--- src/rtl/mux_arb_pkg.sv ---
// -----------------------------------------------------------------------------
// mux_arb_pkg
// Shared types and constants for the 2:1 arbitrated multiplexer.
//   arb_state_t : arbiter FSM states (IDLE, OWN0, OWN1)
//   HOLD_W      : width of the per-owner beat counter
//   HOLD_SAT    : saturation value of that counter
// -----------------------------------------------------------------------------
package mux_arb_pkg;

    typedef enum logic [1:0] {
        IDLE = 2'd0,
        OWN0 = 2'd1,
        OWN1 = 2'd2
    } arb_state_t;

    localparam int HOLD_W = 4;
    localparam logic [HOLD_W-1:0] HOLD_SAT = '1;

endpackage : mux_arb_pkg

--- src/rtl/mux_arbiter_2to1_mux2_w.sv ---
// -----------------------------------------------------------------------------
// mux2_w
// DATA_W-wide 2:1 select.
//   sel  : 0 picks in_0, 1 picks in_1
//   in_0 : candidate data from requester 0
//   in_1 : candidate data from requester 1
//   y    : selected data (combinational)
// -----------------------------------------------------------------------------
module mux2_w #(
    parameter int DATA_W = 8
) (
    input  logic              sel,
    input  logic [DATA_W-1:0] in_0,
    input  logic [DATA_W-1:0] in_1,
    output logic [DATA_W-1:0] y
);

    assign y = sel ? in_1 : in_0;

endmodule : mux2_w

--- src/rtl/mux_arbiter_2to1.sv ---
// -----------------------------------------------------------------------------
// mux_arbiter_2to1
// Two requesters share one registered output slot. An FSM hands ownership to
// one requester at a time; an owner streams beats until it stops requesting or
// has sent MAX_HOLD beats while the other side waits.
//   clk, reset       : rising-edge clock, asynchronous active-high reset
//   req_0/din_0/gnt_0: requester 0 handshake (gnt_0 is combinational)
//   req_1/din_1/gnt_1: requester 1 handshake (gnt_1 is combinational)
//   out_ready        : downstream accepts mux_out this cycle
//   out_valid        : mux_out holds a valid beat (registered)
//   mux_out          : selected beat (registered)
//   sel              : 1 while owner is requester 1 (registered)
// -----------------------------------------------------------------------------
module mux_arbiter_2to1
    import mux_arb_pkg::*;
#(
    parameter int DATA_W   = 8,
    parameter int MAX_HOLD = 4
) (
    input  logic              clk,
    input  logic              reset,
    input  logic              req_0,
    input  logic [DATA_W-1:0] din_0,
    output logic              gnt_0,
    input  logic              req_1,
    input  logic [DATA_W-1:0] din_1,
    output logic              gnt_1,
    input  logic              out_ready,
    output logic              out_valid,
    output logic [DATA_W-1:0] mux_out,
    output logic              sel
);

    localparam logic [HOLD_W-1:0] MAX_HOLD_C = HOLD_W'(MAX_HOLD);

    arb_state_t        state, state_nxt;
    logic [HOLD_W-1:0] hold_cnt, hold_cnt_nxt, hold_cnt_inc;
    logic              last_owner, last_owner_nxt;
    logic              slot_free;
    logic              grant;
    logic              hold_reached;
    logic [DATA_W-1:0] sel_data;

    // sel always mirrors (state == OWN1), so the mux already points at the
    // current owner in the cycle its grant fires.
    mux2_w #(
        .DATA_W (DATA_W)
    ) u_mux (
        .sel  (sel),
        .in_0 (din_0),
        .in_1 (din_1),
        .y    (sel_data)
    );

    assign slot_free = !out_valid || out_ready;
    assign gnt_0     = (state == OWN0) && req_0 && slot_free;
    assign gnt_1     = (state == OWN1) && req_1 && slot_free;
    assign grant     = gnt_0 || gnt_1;

    // Count including this cycle's beat, so the switch lands right after the
    // MAX_HOLD-th beat and that beat still completes. Saturates rather than
    // wrapping when the other side never asks.
    assign hold_cnt_inc = (grant && (hold_cnt != HOLD_SAT)) ? hold_cnt + 4'd1 : hold_cnt;
    assign hold_reached = (hold_cnt_inc >= MAX_HOLD_C);

    // NOTE: every output of a combinational block gets a default first so no
    // path leaves it unassigned, which would otherwise infer a latch.
    always_comb begin
        state_nxt      = state;
        hold_cnt_nxt   = hold_cnt_inc;
        last_owner_nxt = last_owner;

        unique case (state)
            IDLE: begin
                if (req_0 && req_1) begin
                    state_nxt = last_owner ? OWN0 : OWN1;
                end else if (req_0) begin
                    state_nxt = OWN0;
                end else if (req_1) begin
                    state_nxt = OWN1;
                end
            end
            OWN0: begin
                if (req_1 && (!req_0 || hold_reached)) begin
                    state_nxt = OWN1;
                end else if (!req_0 && !req_1) begin
                    state_nxt = IDLE;
                end
            end
            OWN1: begin
                if (req_0 && (!req_1 || hold_reached)) begin
                    state_nxt = OWN0;
                end else if (!req_0 && !req_1) begin
                    state_nxt = IDLE;
                end
            end
            default: state_nxt = IDLE;
        endcase

        // Leaving an owner state restarts the count and remembers who owned.
        if ((state != IDLE) && (state_nxt != state)) begin
            hold_cnt_nxt   = '0;
            last_owner_nxt = (state == OWN1);
        end
    end

    // NOTE: sequential state uses non-blocking assignments so every flop
    // samples pre-edge values regardless of statement order.
    // NOTE: the data register is reset too, so a held beat is discarded and
    // mux_out reads zero immediately on reset.
    always_ff @(posedge clk or posedge reset) begin
        if (reset) begin
            state      <= IDLE;
            hold_cnt   <= '0;
            last_owner <= 1'b1;
            sel        <= 1'b0;
            out_valid  <= 1'b0;
            mux_out    <= '0;
        end else begin
            state      <= state_nxt;
            hold_cnt   <= hold_cnt_nxt;
            last_owner <= last_owner_nxt;
            sel        <= (state_nxt == OWN1);
            if (grant) begin
                out_valid <= 1'b1;
                mux_out   <= sel_data;
            end else if (out_ready) begin
                out_valid <= 1'b0;
            end
        end
    end

endmodule : mux_arbiter_2to1

--- config.mk ---
export PLATFORM = sky130hd
export DESIGN_NAME = mux_arbiter_2to1
export DESIGN_NICKNAME = d
export VERILOG_FILES = /design/src/rtl/mux_arb_pkg.sv /design/src/rtl/mux_arbiter_2to1_mux2_w.sv /design/src/rtl/mux_arbiter_2to1.sv
export SDC_FILE = /design/constraint.sdc
export NUM_CORES = 1
export LEC_CHECK = 0
export ABC_AREA = 1
export BUFFER_PORTS_ARGS = -buffer_cell sky130_fd_sc_hd__buf_2
export CAP_MARGIN = 10
export CORE_ASPECT_RATIO = 0.75
export CORE_MARGIN = 1.5
export CORE_UTILIZATION = 43
export DETAILED_ROUTE_END_ITERATION = 8
export GPL_ROUTABILITY_DRIVEN = 0
export HOLD_SLACK_MARGIN = 0.1
export PLACE_DENSITY = 0.73
export RECOVER_POWER = 50
export SLEW_MARGIN = 30
export SYNTH_ARGS = -nofsm -noshare
export SYNTH_HDL_FRONTEND = slang
export SYNTH_SLANG_ARGS = --single-unit
--- constraint.sdc ---
create_clock -name clk -period 1.52 [get_ports clk]
set_clock_uncertainty 0.05 [all_clocks]
set_input_delay 0.076 -clock clk [delete_from_list [all_inputs] [get_ports clk]]
set_output_delay 0.076 -clock clk [all_outputs]
set_load 0.005 [all_outputs]
==> summary by stage, run 1 <==
Detailed routing
The via-per-instance ratio is 5.014. In this run, the number of DRC markers left after iteration 0 of detailed routing was 39. The count of TritonRoute iterations in the first routing pass is 4.

The total number of vias is 1098. The total detailed-routing wirelength is 2.994 mm. The number of antenna-violating nets in the routed design is 0. After detailed routing, the number of remaining DRC violations is 0. After detailed routing, the average wire length per cell comes to around 14 um.

Floorplanning
The starting utilization of the core area is 46.31%. The horizontal die dimension is 57.02 um. The initialized floorplan defines 14 standard-cell rows. The total area inside the core boundary comes to 2032 um^2. For this design the top-level I/O count stands at 33. From bottom edge to top edge, the die measures around 44 um. The die covers 2481 um^2.

STA
The final-layout setup total negative slack is -2.182 ns. In this run the tightest slew margin relative to its limit is 57.17%. The final setup slack of the worst path is -0.3367 ns. The max-slew violation count is 0. Setup violations remaining at the end of the flow were counted as 8. The slew at the pin closest to its max-slew limit is about 0.64 ns. For this run, the top clock speed supported by timing is 0.5386 GHz. Subtracting the final worst setup slack from the clock period gives 1.857 ns. Setup repair after global routing could not meet its margin everywhere. The final period utilization is 122.1%. The count of final hold-check violations is 0.

Worst setup path
Broken down by cell family, the worst path's largest delay share belongs to simple AND/OR/NAND/NOR gates. In this run the worst setup path terminates at hold_cnt[3]. The endpoint identified for the worst register-to-register timing path is hold_cnt[3]. The critical path launch point type is a flip-flop. Across all register-to-register paths, the minimum setup slack is -0.34 ns. Along the worst path, the maximum fanout reaches 4. Data on the critical path is required at its endpoint by 1.66 ns. The worst setup path is captured at a flip-flop. The critical path data arrival time is roughly 2.0 ns.

The signal on the critical path passes through ha_2 > nand2_2 > inv_2 > a21oi_2 > nand2_1 > nand2_1 > nand2_2 > nand2_4 > nand2_2 > nand2_2 > nand4_1 > nand2_4 > nor2_1. The slowest stage of the critical path belongs to the cell dfrtp_1. Tracing the worst setup path back leads to its startpoint at hold_cnt[1].

The number of buffer and inverter instances along the worst setup path is 1. The cell depth of the worst flop-to-flop path is 13. The delay of the slowest cell on the worst path is 0.41 ns.

Counting stages on the worst path, the most repeated cell is nand2_2. The critical setup path kind is flip-flop to flip-flop. The launch instance of the worst register-to-register path is hold_cnt[1]. The path length in cells of the critical path is 13.

GRT
The number of global-route vias before repair is 1016. The number of antenna violations at the first check in global routing is 0. Entering global routing, the biggest net connects 18 pins. The overall fraction of global-route tracks in use is 23.96%. The residual overflow from global routing is 0. The first global-routing pass estimated roughly 4.4 mm of wire.

Run
The tool flagged a number of max-cap violations equal to 0.

Final layout
The share of layout cells above drive strength 1 is 35.90%. The final standard cell area without fillers is 1501 um^2. The area growth from synthesis to final layout is 59.57%. Leaving out fill and tap cells, the most frequent cells in the layout are buf_2 (27), nand2_1 (26), inv_1 (19), buf_4 (18), dlygate4sd3_1 (17). The count of inserted antenna diode cells is 0. For this run, the post-layout net count is around 220. The most frequent standard cell in the layout excluding fill and tap cells is buf_2. Once layout is complete, the utilization of the core stands at 73.89%.

Clock network
CTS built an H-tree with a depth of 1. No sink is reached through more buffers than the 2 on the longest clock path. The number of clock buffers inserted by TritonCTS is 3.

After clock tree synthesis, the clock-pin slew on the worst setup and hold paths is 0.10 ns. The worst-skew pair later-pin latency is 0.29 ns. The tree is rooted in a clkbuf_4. The clock sink count is 17. The clock tree from TritonCTS is done.

Place
After detailed placement, the total cell area comes to approximately 1200 um^2. The count of input and output buffers is 32. At the placement stage, the worst setup path has a slack of -0.2038 ns. The total half-perimeter wirelength after legalization and detailed placement is about 1.7 mm.

Yosys
Summed over all instances, the cell type with the most area after synthesis is dfrtp_1. The per-instance average area after synthesis is 7.467 um^2. The portion of synthesized area spent on multiplexers is roughly 1.1%. The simple-gate share of the synthesized area is 30.98%. Synthesis inferred 17 register bits. The sequential fraction of the synthesis area is a little under half. The synthesized netlist devotes less than 1% of its cell area to XOR and XNOR gates. In this run the cell area of the synthesized design comes to 940.9 um^2.

Yosys printed 0 warnings. The area share of the largest cell type after synthesis is 42.55%. In this run, distinct cell masters in the synthesized netlist total 22. The number of instances in the synthesized netlist is 126. The adder and majority cell fraction of the synthesized area is 1.330%.

After synthesis, the cell types taking the most area are dfrtp_1 (43%), nand2_1 (13%), inv_1 (8.4%). The combinational family with the most area after synthesis is simple AND/OR/NAND/NOR gates. The number of nets produced by synthesis is 148. The post-synthesis compound-gate area fraction is 10.37%.

Pwr
The analysis attributes to cell leakage a power of slightly above 0.8 nW. For this design the ratio of total power to cell area is 1447 nW/um^2. VDD sags by at most 1.019 mV.

Outcome
The flow ran to the end, but the final reports show violations. The checks that failed: setup timing.

Min path
The worst hold path class is primary input to flip-flop.
-- tightest hold or removal path: cells and delay by family --
family,cells,cell delay [ns]
and+or+nand+nor,2,0.18
buffers and inverters,3,0.23
-- metrics by stage --
stage,hold WS (ns),std cells,power [W]
detailed placement,0.1372,192,0.001752
floorplan,-0.04866,126,0.001350
CTS,0.1468,215,0.002048
global route,0.1901,219,0.002331
global placement,0.1279,192,0.001723
finish,0.1778,219,0.002173
-- routing by layer --
metal / vias up / global-route usage, % / wire [um]
met5: - / 0 / 0
met4: 0 / 10.23 / 86
met3: 12 / 7.463 / 178
met2: 47 / 42.07 / 1585
met1: 506 / 27.34 / 1144
li1: 533 / - / -
-- cell usage after synthesis --
cell type  number
mux2i_1         1
nand2_1        32
o21ai_0         9
clkbuf_1        2
xor2_1          1
dfrtp_1        16
nand2_2         4
o21ai_1         8
a21oi_1         1
nand4_2         1
o211ai_1        1
nor2_1          9
nand4_1         1
nand2_4         1
inv_2           1
nor2_2          2
nand3_1        10
ha_1            1
clkinv_1        1
nand3_2         2
inv_1          21
dfstp_2         1
-- registers in the layout, indices dropped and copies added, names as in the netlist --
name,count
mux_out,8
sel,1
last_owner,1
hold_cnt,4
state,2
out_valid,1
-- logic make-up after synthesis --
family / count (synthesis)
multiplexers: 1
AND/OR/NAND/NOR: 62
adder cells (fa/ha/maj): 1
flip-flops: 17
buffers and inverters: 25
AO/OA/AOI/OAI: 19
XOR/XNOR: 1
-- power breakdown --
group          internal [W]  total, W  switching (W)  leakage, nW
clock              0.000102  0.000242       0.000140       0.0150
combinational      0.000522   0.00113       0.000603        0.579
sequential         0.000647  0.000806       0.000160        0.215
-- how the worst min path moves through the flow --
stage,from,end,slack [ns],cells past startpoint
after detailed placement,reset,mux_out[5],0.14,2
final,out_ready,out_valid,0.18,5
after floorplan,reset,hold_cnt[0],-0.05,1
after global placement,reset,mux_out[5],0.13,2
after CTS,req_0,state[0],0.15,3
after global routing,out_ready,out_valid,0.19,5
-- cell type report --
type                       instances  area (um^2)
clock buffer                       4        26.28
fill                             147        530.5
inverter                          23        88.84
multi-input combinational         84        470.5
sequential                        17        426.7
tap                               24        30.03
timing repair buffer              67        459.2
-- what timing repair did --
action                                  in CTS  in global routing
pin swaps                                    5                  5
resized for setup                            2                 10
hold buffers                                17                  0
endpoints found under the setup margin       8                  9
hold endpoints to repair                    24                  0
setup buffers                                2                  4
Note: power is estimated with default switching activity, not from simulation.
==> run 2: changes to the inputs <==
ABC_AREA = 0   (was 1)
PLACE_DENSITY = 0.75   (was 0.73)
==> summary by stage, run 2 <==
Outcome
The final reports fail on setup timing. The flow ran to the end, but the final reports show violations.

Yosys
The most numerous cell in the Yosys netlist is nor2_1. The predominant post-synthesis flop cell is dfrtp_1. After technology mapping, the gate count stands at 95. The cell area after technology mapping is 915.9 um^2. The average instance in the mapped netlist occupies 9.641 um^2. The Yosys step of the flow raised 0 warnings. Yosys mapped the design onto 26 distinct sky130hd cell types. The synthesized design contains 17 register bits. The number of enable-type register cells in the synthesized netlist is 0. Ranked by instance count, the synthesized netlist is headed by nor2_1 (19), dfrtp_1 (16), mux2i_1 (13). The share of the Yosys chip area taken by registers is 46.58%. The post-synthesis cell type with the largest combined area is dfrtp_1. The proportion of synthesized flip-flops having asynchronous set or reset is 100.0%. Ranked by total cell area, the synthesized netlist is headed by dfrtp_1 (44%), mux2i_1 (14%), nor2_1 (7.8%).

The area share of the largest cell type after synthesis is 43.72%. Synthesis produced a netlist with a net count of 117.

Worst setup path
The type of destination of the critical path is a flip-flop. For this run, the slowest stage of the critical path takes 0.43 ns. The path length in cells of the critical path is 5. The critical path launch point type is a flip-flop. The critical path goes through nand3b_1 > a211oi_4 > mux2i_4 > mux2i_1 > nor2_1. The number of buffer and inverter instances along the worst setup path is 0. The critical setup path kind is flip-flop to flip-flop. STA puts the critical path data arrival time at 1.97 ns.

Grouping stages by cell kind, the critical path spends the most delay in multiplexers. The data required time at the worst endpoint is 1.65 ns. The slowest stage of the critical path belongs to the cell dfrtp_2. For the worst flop-to-flop path, the logic depth is 5.

Of all nets on the critical path, the largest fanout is 4.

Clock network
The tree is rooted in a clkbuf_4. The number of buffers on the longest clock path is 2. The clock sink count is 17.

In this run, CTS created clock tree buffers numbering 3. The clock tree from TritonCTS is done. Clock latency on the worst-skew pair, taken at its later pin, is between 0.2 and 0.3 ns. The depth of the CTS H-tree is 1. After clock tree synthesis, the clock-pin slew on the worst setup and hold paths is approximately 0.10 ns.

Floorplanning
In this run the standard cell core region covers 2014 um^2. The overall die height is 42.97 um. The die covers 2419 um^2. The horizontal die dimension is 56.29 um. The I/O pin count is 33.

Once the floorplan was initialized, standard cells occupied 45.47% of the core. After floorplanning, the core was divided into 14 placement rows.

Pwr
The worst-case IR drop observed on VDD is 0.8819 mV. The leakage power total is 0.7185 nW. The power density over the cells is 1168 nW/um^2.

GRT
Summed over all layers, the global routing overflow is 0. Global routing used 24.08% of the available tracks across all layers. Entering global routing, the biggest net connects 18 pins. The number of antenna violations at the first check in global routing came to 0.

The first global-routing pass estimated 4.360 mm of wire. The number of global-route vias before repair was a little under 1000.

Detailed routing
Using the TritonRoute via totals, the vias-per-cell ratio works out to slightly above 5. For this block, the routed nets add up to 2.703 mm of wire. In this run the remaining antenna-violating nets after routing total 0.

The count of TritonRoute iterations in the first routing pass is 4. In the final routed layout, each cell accounts on average for around 14 um. The DRC violations left is 0. The routed layout has 950 vias. After the first detailed-routing iteration, the DRC count stood at 20.

STA
Measured against its own limit, the worst slew margin works out to a little under three fifths. After layout, the worst setup slack is -0.3126 ns. The slew at the pin closest to its max-slew limit is 0.6537 ns.

Summed over all failing endpoints, the final setup total negative slack is -2.240 ns. The max-slew violation count is 0. Setup repair after global routing could not meet its margin everywhere. For the finished layout, the period the worst path requires is 1.833 ns. The count of final hold-check violations was 0.

Hold timing on the final database bottoms out at a slack of 0.3298 ns. The achievable clock frequency is 0.5457 GHz. Setup violations remaining at the end of the flow were counted as 8. The final period utilization is 120.6%.

Place
The count of input and output buffers is 32. The HPWL after detailed placement is 1.738 mm. The post-placement worst setup slack is -0.2970 ns.

Final layout
The largest registers in the layout are mux_out x8, hold_cnt x4, state x2. In the layout the commonest cells are buf_2 (28), nor2_1 (19), dlygate4sd3_1 (19), buf_4 (16), dfrtp_1 (15). mux_out holds more flip-flops than any other register. The most frequent standard cell in the layout excluding fill and tap cells is buf_2. From synthesis to final layout, the design area changed by 60.38%.

The count of inserted antenna diode cells is 0. Fill cells in the final layout number 143. The number of flip-flops under the largest register name is 8. The share of layout cells above drive strength 1 is between 30% and 40%. In the final design database the tool counted approximately 190 nets.

Min path
The cell count of the worst hold path is 4. The min-delay analysis places its worst path in the category primary input to flip-flop.

Run
Across the run, the number of max-cap violations was 0.
run 2: cell types whose count changed in the layout (fill, tap and decap cells not counted), sizes merged, moves of 3 or more:
cell / delta
a21oi: +8
inv: -19
mux2i: +12
nand2: -27
nand3: -8
nor2: +8
nor2b: +3
o21ai: -17
run 2: logic make-up (layout without fill, tap and decap cells):
logic type                 Yosys count  in the layout  synth area share (%)
adders and majority gates            1              1                 1.366
muxes                               13             13                 14.21
xor gates and xnor gates             1              1                0.9565
DFF                                 17             17                 46.58
AOI/OAI and AO/OA                   16             16                 13.12
and+or+nand+nor                     41             41                 21.18
buffers and inverters                6             75                 2.594
run 2: worst paths after layout:
path | end | slack (ns) | start
max | state[1] | -0.31 | state[1]
min | out_valid | 0.33 | out_ready
max reg2reg | state[1] | -0.31 | state[1]
min reg2reg | mux_out[0] | 0.48 | mux_out[0]
max in group asynchronous | state[1] | 0.61 | reset
min in group asynchronous | out_valid | 0.35 | reset
run 2: timing repair:
action,CTS,global route
gates resized for setup,4,2
setup buffers,1,0
endpoints found under the setup margin,17,17
cloned,0,0
hold endpoints to repair,25,0
hold buffers,19,0
pin swaps,9,2
run 2: area by class of cell:
cell class | instances | area [um^2] | area share (%)
multi-input combinational | 72 | 491.7 | 33.48
timing repair buffer | 68 | 480.5 | 32.71
sequential | 17 | 427.9 | 29.13
tap | 24 | 30.03 | 2.044
clock buffer | 3 | 22.52 | 1.533
inverter | 3 | 11.26 | 0.7666
clock inverter | 1 | 5.005 | 0.3407
run 2: where the power goes:
group | internal, W | switching, W
Combinational | 0.000376 | 0.000363
Clock | 0.0000979 | 0.000140
Sequential | 0.000621 | 0.000117
run 2: routing by layer:
layer	GRT usage [%]	routed length, um	vias to the layer above	share of wire, %
met5	0	0	-	0
met2	45.88	1481	19	55
met1	27.57	1113	459	41
li1	-	-	468	-
met3	4.878	66	4	2.4
met4	6.190	41	0	1.5
run 2: worst register-to-register path, stage by stage, from the launching register on:
cell and delay [ns]:
dfrtp_2 0.43, nand3b_1 0.22, a211oi_4 0.32, mux2i_4 0.35, mux2i_1 0.26, nor2_1 0.09
run 2: per-stage QoR:
| stage | total power (W) | util [%] | cell area [um^2] | instances |
|---|---|---|---|---|
| final | 0.001715 | 72.92 | 1469 | 188 |
| after global routing | 0.001833 | 72.92 | 1469 | 188 |
| after CTS | 0.001692 | 72.86 | 1468 | 188 |
| after detailed placement | 0.001398 | 60.50 | 1219 | 164 |
| after global placement | 0.001364 | 60.50 | 1219 | 164 |
| after floorplan | 0.001086 | - | 920.9 | 95 |
==> run 3: changes to the inputs <==
SETUP_SLACK_MARGIN = 0.4   (was default)
==> summary by stage, run 3 (synthesized netlist as in run 2, its figures left out) <==
Outcome
The run finished, with violations left. The final reports fail on setup timing.

Pwr
In this run the static leakage power is about 0.85 nW. The clock network burns a little under an eighth of the power. Net switching is 39.15% of the power. The internal power of the cells totals 0.001360 W. The net switching power of the design is around 0.00087 W. Power comes to ~0.0022 W. The portion of total power attributed to sequential cells is between 30% and 40%.

Of the total power, combinational logic draws 52.7%. The power density over the cells is 1258 nW/um^2. The worst supply voltage drop on vdd is 1.184 mV.

STA
The worst pin sits at a relative slew slack of between 50% and 60%. For the pin with the worst max-slew slack, the measured transition is 0.6702 ns. Setup repair after global routing could not meet its margin everywhere. Setup violations remaining at the end of the flow were counted as 18. The max-slew violation count is 0. Static timing analysis puts the maximum clock frequency at around 0.52 GHz. The final period utilization is 127.6%.

The count of final hold-check violations is 0. The final setup slack of the worst path is -0.4196 ns. The time the final worst path needs with I/O delays and setup is 1.940 ns.

Detailed routing
The DRC violations left is 0. The via-per-instance ratio is 5.610. The routed wire length per instance is about 20 um. After the first detailed-routing iteration, the DRC count stood at 55. Once detail routing completed, the nets flagged for antenna violations numbered 0. The routed design has 4.097 mm of wire. The first detailed-routing pass ran for 6 iterations.

The total number of vias is approximately 1200.

GRT
The residual overflow from global routing is 0. The first global-routing pass estimated 5.651 mm of wire. The number of antenna violations at the first check in global routing is 1. The overall fraction of global-route tracks in use is 32.76%. The number of global-route vias before repair was between 1000 and 1500.

Entering global routing, the biggest net connects 18 pins.

Final layout
For this run, the number of standard cells in the final layout without fillers is 205. In the layout the commonest cells are buf_2 (32), buf_4 (24), dlygate4sd3_1 (19), dfrtp_1 (14), mux2i_1 (12). The area growth from synthesis to layout is 93.99%. The library cell used most frequently in the layout, excluding fill and tap cells, is buf_2. Summing all non-filler instances in the final layout gives an area of 1777 um^2. mux_out holds more flip-flops than any other register. The number of flip-flops under the largest register name is 8. In the final layout, the registers with the most flip-flops are mux_out x8, hold_cnt x4, state x2. The share of layout cells above drive strength 1 is 53.89%.

The final layout contains 203 nets.

Worst setup path
The slowest stage cell on the critical path is dfrtp_2. STA classifies the critical path startpoint as a flip-flop. The cell depth of the worst flop-to-flop path is 5. The critical path in this run is classified as flip-flop to flip-flop. Data on the critical path is required at its endpoint by 1.67 ns.

The worst setup path is captured at a flip-flop. The signal on the critical path passes through nand3b_1 > a211oi_4 > mux2i_4 > a221o_1 > nor2_1. The critical path data arrival time is 2.09 ns.

Of all nets on the critical path, the largest fanout is 4. The delay of the slowest cell on the worst path is between 0.4 and 0.5 ns.

Clock network
CTS placed an instance of clkbuf_4 at the clock tree root. The depth of the CTS H-tree is 1. TritonCTS built the clock tree. Counting the buffers created by CTS gives 3. The post-CTS clock slew at the launch and capture registers of the worst setup and hold paths is approximately 0.11 ns. The number of buffers on the longest clock path is 2. For this design, the sink count on the clock tree is 17. The clock reaches the later pin of the worst-skew pair after 0.32 ns.

Min path
The worst hold path was traced through 4 stages. The tightest min-delay check is of the primary input to flip-flop type.

Place
The total half-perimeter wirelength after legalization and detailed placement is 1.752 mm. After detailed placement, the total cell area comes to approximately 1200 um^2. In this run the tool buffered the top-level ports with 32 buffer cells. The post-placement cell count is 166. Timing analysis after detailed placement gives a worst setup slack of -0.2907 ns.

Floorplanning
The floorplan has 14 rows. The die footprint is 2419 um^2. The floorplan step defined a core boundary enclosing slightly above 2000 um^2.

33 I/O pins were placed. The floorplan step set the die height to 42.97 um. Once the floorplan was initialized, standard cells occupied 45.47% of the core. The floorplan step set the die width to 56.29 um.

Run
The number of max-cap violations is 0.
[run 3: cell types whose count changed in the layout (fill, tap and decap cells not counted), moves of 4 or more]
cell and change:
nor2_4 +8, a21oi_2 +8, buf_2 +4, nor2_1 -10, clkbuf_1 -4, a21oi_1 -8, buf_6 +5, buf_4 +8
[run 3: worst paths after layout]
kind	from	to	slack, ns
max	state[1]	hold_cnt[1]	-0.42
min	req_1	state[1]	0.16
max reg2reg	state[1]	hold_cnt[1]	-0.42
min reg2reg	mux_out[6]	mux_out[6]	0.52
max in group asynchronous	reset	state[1]	0.62
min in group asynchronous	reset	mux_out[2]	0.34
[run 3: timing repair]
item,CTS,global route
gates resized for setup,26,18
hold buffers,19,0
buffers inserted,8,5
pin swaps,6,4
endpoints found under the setup margin,20,20
endpoints found under the hold margin,25,0
cloned,2,0
[run 3: critical path: cells and delay by family (launching register included)]
kind,cells,cell delay [ns]
flip-flops,1,0.44
multiplexers,1,0.37
AND/OR/NAND/NOR,2,0.33
AO/OA/AOI/OAI,2,0.64
[run 3: per-layer routing]
metal / global-route usage, % / share of wire (%) / routed length, um / vias to the layer above
li1: - / - / - / 500
met2: 60.00 / 54 / 2208 / 62
met3: 6.098 / 5.3 / 217 / 18
met4: 22.38 / 5.2 / 212 / 0
met5: 0 / 0 / 0 / -
met1: 34.17 / 36 / 1459 / 570
[run 3: stage by stage]
step                utilization (%)  hold slack [ns]  setup TNS [ns]
global placement              61.24           0.1247          -2.027
finish                        88.20           0.1577          -4.603
global route                  88.20           0.1817          -5.092
floorplan                         -         -0.04873          -3.638
detailed placement            61.24           0.1347          -3.210
CTS                           82.61           0.1502          -3.018
[run 3: layout make-up]
type                    instances  area (um^2)
diodes                          1        2.502
clock buffers                   3        22.52
clock inverters                 1        5.005
fillers                        85        237.7
inverters                       3        11.26
multi-input cells              72        594.3
flip-flops and latches         17        429.2
well taps                      24        30.03
repair buffers                 84        681.9
[run 3: power by group through the flow]
stage	clock network (W)	registers, W	logic [W]
floorplan	0	0.000732	0.000355
global placement	0	0.000727	0.000647
detailed placement	0	0.000739	0.000678
CTS	0.000250	0.000752	0.000966
global route	0.000274	0.000801	0.00125
finish	0.000265	0.000792	0.00118
